`src/rtl/wb_sram_port_arbiter.sv`:
```
// wb_sram_port_arbiter: round-robin two-port Wishbone arbiter for the sky130 OpenRAM RW port; optional bus lock via WB_SRAM_ARB_LOCK_EN.
module wb_sram_port_arbiter #(
    parameter int RAM_ADDR_WIDTH = 8,
    parameter int WB_ADDR_WIDTH  = 10
) (
    input  logic                      wb_clk_i,
    input  logic                      wb_rst_i,
    input  logic                      wbs_a_stb_i,
    input  logic                      wbs_a_cyc_i,
    input  logic                      wbs_a_we_i,
    input  logic [3:0]                wbs_a_sel_i,
    input  logic [31:0]               wbs_a_dat_i,
    input  logic [WB_ADDR_WIDTH-1:0]  wbs_a_adr_i,
    output logic                      wbs_a_ack_o,
    output logic [31:0]               wbs_a_dat_o,
    input  logic                      wbs_b_stb_i,
    input  logic                      wbs_b_cyc_i,
    input  logic                      wbs_b_we_i,
    input  logic [3:0]                wbs_b_sel_i,
    input  logic [31:0]               wbs_b_dat_i,
    input  logic [WB_ADDR_WIDTH-1:0]  wbs_b_adr_i,
    output logic                      wbs_b_ack_o,
    output logic [31:0]               wbs_b_dat_o,
    output logic                      ram_clk0,
    output logic                      ram_csb0,
    output logic                      ram_web0,
    output logic [3:0]                ram_wmask0,
    output logic [RAM_ADDR_WIDTH-1:0] ram_addr0,
    output logic [31:0]               ram_din0,
    input  logic [31:0]               ram_dout0,
    output logic [1:0]                grant_o
);

    typedef enum logic [1:0] {IDLE, ACCESS, RESP, DONE} state_t;

    state_t                    state_q, state_d;
    logic [1:0]                grant_q, grant_d;
    logic                      last_b_q, last_b_d;
    logic                      we_q, we_d;
    logic                      csb_q, csb_d;
    logic                      web_q, web_d;
    logic [3:0]                wmask_q, wmask_d;
    logic [RAM_ADDR_WIDTH-1:0] addr_q, addr_d;
    logic [31:0]               din_q, din_d;
    logic                      ack_a_q, ack_a_d, ack_b_q, ack_b_d;
    logic [31:0]               dat_a_q, dat_a_d, dat_b_q, dat_b_d;
    logic                      req_a, req_b, win_b, lock_hit, own_req, own_cyc;
    logic                      unused_adr;
`ifdef WB_SRAM_ARB_LOCK_EN
    logic                      lock_q, lock_d, lock_b_q, lock_b_d;
`endif

    assign unused_adr = ^{wbs_a_adr_i[1:0], wbs_b_adr_i[1:0]};

    always_comb begin
        req_a   = wbs_a_cyc_i & wbs_a_stb_i;
        req_b   = wbs_b_cyc_i & wbs_b_stb_i;
        own_req = grant_q[1] ? req_b : req_a;
        own_cyc = grant_q[1] ? wbs_b_cyc_i : wbs_a_cyc_i;
`ifdef WB_SRAM_ARB_LOCK_EN
        lock_hit = lock_q & (lock_b_q ? req_b : req_a);
        win_b    = lock_hit ? lock_b_q : req_b & (~req_a | ~last_b_q);
        lock_d   = lock_q;
        lock_b_d = lock_b_q;
`else
        lock_hit = 1'b0;
        win_b    = req_b & (~req_a | ~last_b_q);
`endif
        state_d  = state_q;
        grant_d  = grant_q;
        last_b_d = last_b_q;
        we_d     = we_q;
        csb_d    = csb_q;
        web_d    = web_q;
        wmask_d  = wmask_q;
        addr_d   = addr_q;
        din_d    = din_q;
        ack_a_d  = ack_a_q;
        ack_b_d  = ack_b_q;
        dat_a_d  = dat_a_q;
        dat_b_d  = dat_b_q;
        case (state_q)
            IDLE: begin
`ifdef WB_SRAM_ARB_LOCK_EN
                if (lock_q && !(lock_b_q ? wbs_b_cyc_i : wbs_a_cyc_i))
                    lock_d = 1'b0;
`endif
                if (req_a || req_b) begin
                    state_d  = ACCESS;
                    grant_d  = win_b ? 2'b10 : 2'b01;
                    last_b_d = lock_hit ? last_b_q : win_b;
                    we_d     = win_b ? wbs_b_we_i : wbs_a_we_i;
                    csb_d    = 1'b0;
                    web_d    = ~(win_b ? wbs_b_we_i : wbs_a_we_i);
                    wmask_d  = win_b ? wbs_b_sel_i : wbs_a_sel_i;
                    addr_d   = win_b ? wbs_b_adr_i[WB_ADDR_WIDTH-1:2] : wbs_a_adr_i[WB_ADDR_WIDTH-1:2];
                    din_d    = win_b ? wbs_b_dat_i : wbs_a_dat_i;
                end
            end
            ACCESS: begin
                state_d = RESP;
                csb_d   = 1'b1;
                web_d   = 1'b1;
                wmask_d = 4'b0;
            end
            RESP: begin
                state_d = DONE;
                if (own_req) begin
                    ack_a_d = grant_q[0];
                    ack_b_d = grant_q[1];
                    dat_a_d = grant_q[0] ? (we_q ? 32'b0 : ram_dout0) : dat_a_q;
                    dat_b_d = grant_q[1] ? (we_q ? 32'b0 : ram_dout0) : dat_b_q;
                end
            end
            default: begin
                state_d = IDLE;
                ack_a_d = 1'b0;
                ack_b_d = 1'b0;
                grant_d = 2'b00;
`ifdef WB_SRAM_ARB_LOCK_EN
                lock_d   = own_cyc;
                lock_b_d = grant_q[1];
`endif
            end
        endcase
    end

    always_ff @(posedge wb_clk_i or posedge wb_rst_i) begin
        if (wb_rst_i) begin
            state_q  <= IDLE;
            grant_q  <= 2'b00;
            last_b_q <= 1'b1;
            we_q     <= 1'b0;
            csb_q    <= 1'b1;
            web_q    <= 1'b1;
            wmask_q  <= 4'b0;
            addr_q   <= '0;
            din_q    <= 32'b0;
            ack_a_q  <= 1'b0;
            ack_b_q  <= 1'b0;
            dat_a_q  <= 32'b0;
            dat_b_q  <= 32'b0;
`ifdef WB_SRAM_ARB_LOCK_EN
            lock_q   <= 1'b0;
            lock_b_q <= 1'b0;
`endif
        end else begin
            state_q  <= state_d;
            grant_q  <= grant_d;
            last_b_q <= last_b_d;
            we_q     <= we_d;
            csb_q    <= csb_d;
            web_q    <= web_d;
            wmask_q  <= wmask_d;
            addr_q   <= addr_d;
            din_q    <= din_d;
            ack_a_q  <= ack_a_d;
            ack_b_q  <= ack_b_d;
            dat_a_q  <= dat_a_d;
            dat_b_q  <= dat_b_d;
`ifdef WB_SRAM_ARB_LOCK_EN
            lock_q   <= lock_d;
            lock_b_q <= lock_b_d;
`endif
        end
    end

    assign ram_clk0    = wb_clk_i;
    assign ram_csb0    = csb_q;
    assign ram_web0    = web_q;
    assign ram_wmask0  = wmask_q;
    assign ram_addr0   = addr_q;
    assign ram_din0    = din_q;
    assign wbs_a_ack_o = ack_a_q;
    assign wbs_b_ack_o = ack_b_q;
    assign wbs_a_dat_o = dat_a_q;
    assign wbs_b_dat_o = dat_b_q;
    assign grant_o     = grant_q;

endmodule

```
`config.mk`:
```
export PLATFORM = sky130hd
export DESIGN_NAME = wb_sram_port_arbiter
export DESIGN_NICKNAME = d
export VERILOG_FILES = /design/src/rtl/wb_sram_port_arbiter.sv
export SDC_FILE = /design/constraint.sdc
export NUM_CORES = 1
export LEC_CHECK = 0
export ABC_AREA = 0
export CAP_MARGIN = 10
export CELL_PAD_IN_SITES_DETAIL_PLACEMENT = 0
export CELL_PAD_IN_SITES_GLOBAL_PLACEMENT = 1
export CORE_MARGIN = 2
export CORE_UTILIZATION = 26
export CTS_CLUSTER_DIAMETER = 50
export DETAILED_ROUTE_END_ITERATION = 7
export GPL_TIMING_DRIVEN = 0
export PLACE_DENSITY = 0.75
export RECOVER_POWER = 50
export SETUP_SLACK_MARGIN = 0.3
export SLEW_MARGIN = 10
export SYNTH_ARGS = -nofsm -noshare
export SYNTH_HDL_FRONTEND = slang
export SYNTH_SLANG_ARGS = --single-unit
export TNS_END_PERCENT = 20
```
`constraint.sdc`:
```
create_clock -name wb_clk_i -period 3.77 [get_ports wb_clk_i]
set_clock_uncertainty 0.1 [all_clocks]
set_input_delay 0.5655 -clock wb_clk_i [delete_from_list [all_inputs] [get_ports wb_clk_i]]
set_output_delay 0.5655 -clock wb_clk_i [all_outputs]
set_load 0.02 [all_outputs]
```
## After elaboration in Yosys (flattened, before gate mapping)

Index checks and enable logic that the tools add are counted.

- Register bits after elaboration: 118
- Input bits: 132
- Output and inout bits: 115
- Logic and storage cells: 58

- Equal/unequal tests: 4
- Mux-type cells: 21
- Bitwise operators: 9
- Reduce and logical (&&, ||, !) cells: 11

Operator list:

| operator | number |
|---|---|
| $mux 32 | 2 |
| $mux 4 | 2 |
| $mux 8 | 1 |
| $pmux 1 s2 | 4 |
| $pmux 4 s2 | 1 |
| $reduce_and 2->1 | 4 |
| $mux 1 | 6 |
| $mux 2 | 3 |
| $pmux 2 s3 | 1 |
| $reduce_and 3->1 | 2 |
| $not 1->1 | 5 |
| $ne 2x2->1 const B | 2 |
| $pmux 2 s2 | 1 |
| $reduce_or 2->1 | 2 |
| $and 1x1->1 | 3 |
| $eq 2x1->1 const B | 1 |
| $eq 2x2->1 const B | 1 |
| $logic_not 2->1 | 1 |
| $reduce_bool 2->1 | 1 |
| $logic_or 1x1->1 | 1 |
| $or 1x1->1 | 1 |

## Longest topological paths before layout

- Depth after elaboration: 8
- Mapped depth: 8
- Depth with buffers taken out: 5

==> results.txt <==
The flow ran to the end, but the final reports show violations. The final reports fail on max-capacitance violations, max-slew violations. The count of unresolved DRC violations after routing was 0.

STA classifies the critical path startpoint as a clock port. For the pin with the worst max-slew slack, the measured transition is 1.54 ns. The average size of a mapped cell was 10.8 um2.

Once the floorplan was initialized, standard cells occupied 26.7% of the core. The number of hold-repair buffers added at the cts stage came out at 0. In this run the vertical extent of the chip is 141 um. The max-cap check violation count was 1; the half-perimeter wire length after placement was 12800 um.

Yosys mapped a number of flops with a built-in enable equal to 0. The placer's final routability congestion estimate was 0.748. The run gives 30 as the count of unique library cells instantiated by Yosys.

The area used by multi-input combinational logic is 1530 um2, and the wire length reported by the detailed router is 16900 um. For the layout filler cell count, the log shows 1696. During synthesis, Yosys emitted a total of 0 warnings. In this run the static leakage power is 3.72 nW.

The critical path's top delay family was buffers and inverters. Summed over all failing endpoints, the final setup total negative slack is 0 ns. The floorplan die area was 19800 um2; the post-synthesis net count was 587. The share of synthesized area in the top cell type comes to 59.3%. The worst pin sits at a relative slew slack of -3.49%. Entering global routing, the biggest net connects 39 pins.

The worst hold margin came out at 0.367 ns. Setup violations remaining at the end of the flow were counted as 0. TritonCTS built the clock tree. STA puts the critical path data required time at 3.10 ns. The area growth from synthesis to final layout is 70.8%.

Synthesis inferred 118 register bits. The first global-routing pass estimated 26700 um of wire. The portion of the post-synthesis area used by sequential elements came out at 60.9%. The clock reaches the later pin of the worst-skew pair after 0.52 ns. By count the netlist is led by dfrtp_1 (115), nand2_1 (76), o21ai_0 (70).

The slowest stage of the critical path is the clkdlybuf4s50_1 cell. The instance count after placement with tap cells included is 925. Dividing the detail-routed wire length by the instance count gives 17.6 um.

The cell area that synthesis handed to floorplanning was 4850 um2. Registers take 2960 um2. Counting stages on the worst path, the most repeated cell is clkbuf_16. Data on the critical path arrives at its endpoint at 2.78 ns. After detailed routing, the number of vias per cell comes to 4.73. For this run, the share of the core covered by cells in the final layout is 45.7%. Sorting the synthesized cells by area gives the leading types as dfrtp_1 (59%), a222oi_1 (8.3%), o21ai_0 (7.2%), nand2_1 (5.9%), nand2b_1 (4.1%). The tools report the number of cell rows as 49. The signal on the critical path passes through clkbuf_16 > clkbuf_16 > buf_4 > clkdlybuf4s50_1. The number of buffers added on ports works out to 242.

The tightest min-delay check is of the register to register type. The routed layout has 4549 vias. The top cell type by total area after synthesis is dfrtp_1.

The tools report the residual overflow from global routing as 0. For this design the ratio of total power to cell area is 783 nW/um2. The instance count of the mapped netlist came out at 451. The top-level port count came out at 247. After the last flow step, the layout net total stands at 854. Across the VDD grid, the largest voltage drop is 0.000365 V. The placed instances occupy a cell area of 7620 um2.

The initial antenna violation count is 1. Cells with a size suffix above 1 make up 7.11% of the layout. The register clock-pin slew on the reported worst setup and hold paths is 0.05 ns, and the overall fraction of global-route tracks in use is 17.7%.

After clock tree synthesis, the repair step resized 0 gates. The number of buffers and inverters on the critical path is 4. For the number of global-route vias before repair, the log shows 4968.

The detail route stage leaves a number of antenna-violating nets equal to 0. The first routing iteration left 315 violations. The tools report the post-route non-filler standard cell count as 961.

After clock tree synthesis, the setup repair step added 0 buffers. Category of the worst setup path capture point: a primary output. The most frequent cell after synthesis was dfrtp_1. The total area inside the core boundary comes to 18100 um2. In this design, the stage delay of the slowest critical-path cell is 0.53 ns. The proportion of synthesized flip-flops having asynchronous set or reset is 100%. The critical path class was clock port to primary output. Number of pins exceeding their max-slew limit in the final report: 36. The flip-flop cell with the highest count after synthesis is dfrtp_1.

Before antenna repair, the detailed router went through 5 iterations. After routing the design area is 8290 um2. The die outline width was 141 um. Setup repair after global routing left no endpoint under its margin. The number of hold-slack violations in the final timing report is 0, and the maximum fanout encountered on the critical timing path is 2.
-- routing by layer --
| layer | track usage [%] | vias up | wire length [um] |
|---|---|---|---|
| met2 | 29.5 | 220 | 8260 |
| met1 | 19.9 | 2196 | 6630 |
| li1 | - | 2114 | - |
| met4 | 7.00 | 0 | 304 |
| met5 | 0 | - | 0 |
| met3 | 7.71 | 19 | 1720 |
-- kinds of logic (layout without fill, tap and decap cells) --
logic type,after synthesis,after routing,synth area share [%]
other,0,1,0
AND/OR/NAND/NOR,124,124,12.0
adder cells (fa/ha/maj),4,4,1.03
AO/OA/AOI/OAI,122,122,17.6
multiplexers,5,5,1.03
buffers and inverters,78,358,7.37
flip-flops,118,118,60.9
-- metrics by stage --
stage | setup slack [ns] | power (W)
3_3_place_gp | 0.500 | 0.00455
2_1_floorplan | 1.09 | 0.00329
6_report | 0.326 | 0.00649
5_1_grt | 0.306 | 0.00687
3_5_place_dp | 0.598 | 0.00462
4_1_cts | 0.316 | 0.00659
-- final timing paths --
kind                                              from                         end  slack (ns)  cells after the start
max in group asynchronous                     wb_rst_i    ram_din0[27]$_DFFE_PP0P_        0.96                      3
worst max register to register  state_q[0]$_DFFE_PP0P_     ram_din0[3]$_DFFE_PP0P_        1.37                      7
worst min register to register    ram_web0$_DFFE_PP1P_        ram_web0$_DFFE_PP1P_        0.37                      2
worst min-delay path              ram_web0$_DFFE_PP1P_        ram_web0$_DFFE_PP1P_        0.37                      2
worst max-delay path                          wb_clk_i                    ram_clk0        0.33                      4
min in group asynchronous                     wb_rst_i  wbs_b_dat_o[9]$_DFFE_PP0P_        0.75                      2
-- flip-flops by register name, summed over array words and instances (netlist names) --
| register | flops |
|---|---|
| wbs_b_dat_o | 32 |
| ram_addr0 | 8 |
| ram_wmask0 | 4 |
| ram_din0 | 32 |
| last_b_q | 1 |
| ram_web0 | 1 |
| grant_o | 2 |
| ram_csb0 | 1 |
| wbs_b_ack_o | 1 |
| state_q | 2 |
| wbs_a_ack_o | 1 |
| we_q | 1 |
| wbs_a_dat_o | 32 |
-- final cells by class --
class | instances | area share [%]
clock inverter | 7 | 1.69
tap | 229 | 3.46
antenna | 1 | 0.0302
sequential | 118 | 35.7
inverter | 46 | 2.10
timing repair buffer | 244 | 29.5
buffer | 32 | 2.02
multi-input combinational | 255 | 18.4
clock buffer | 29 | 7.13
-- placed cells by master, fill, tap and decap left out, types with 4 or more instances in the layout --
cell type,instances
nand2b_1,32
ha_1,4
o21ai_0,71
mux2i_1,5
inv_1,45
buf_2,5
a222oi_1,40
clkbuf_8,5
bufinv_16,4
o2bb2ai_1,4
clkdlybuf4s50_1,240
clkbuf_16,20
clkbuf_1,25
dfrtp_1,115
buf_6,5
nand2_1,76
-- report_power, final --
| part | leakage [nW] | internal [W] | switching, W |
|---|---|---|---|
| clock | 0.355 | 0.00136 | 0.000609 |
| combinational | 1.81 | 0.00123 | 0.00130 |
| sequential | 1.55 | 0.00172 | 0.000277 |
| total | 3.72 | 0.00431 | 0.00218 |
-- worst reg2reg max path, delay by kind of cell, from the launching register on --
kind / cells / cell delay, ns
flops: 1 / 0.41
fa+ha+maj: 1 / 0.15
buf+inv: 4 / 0.78
compound gates: 2 / 0.85
Power figures use the tool's default switching activity.
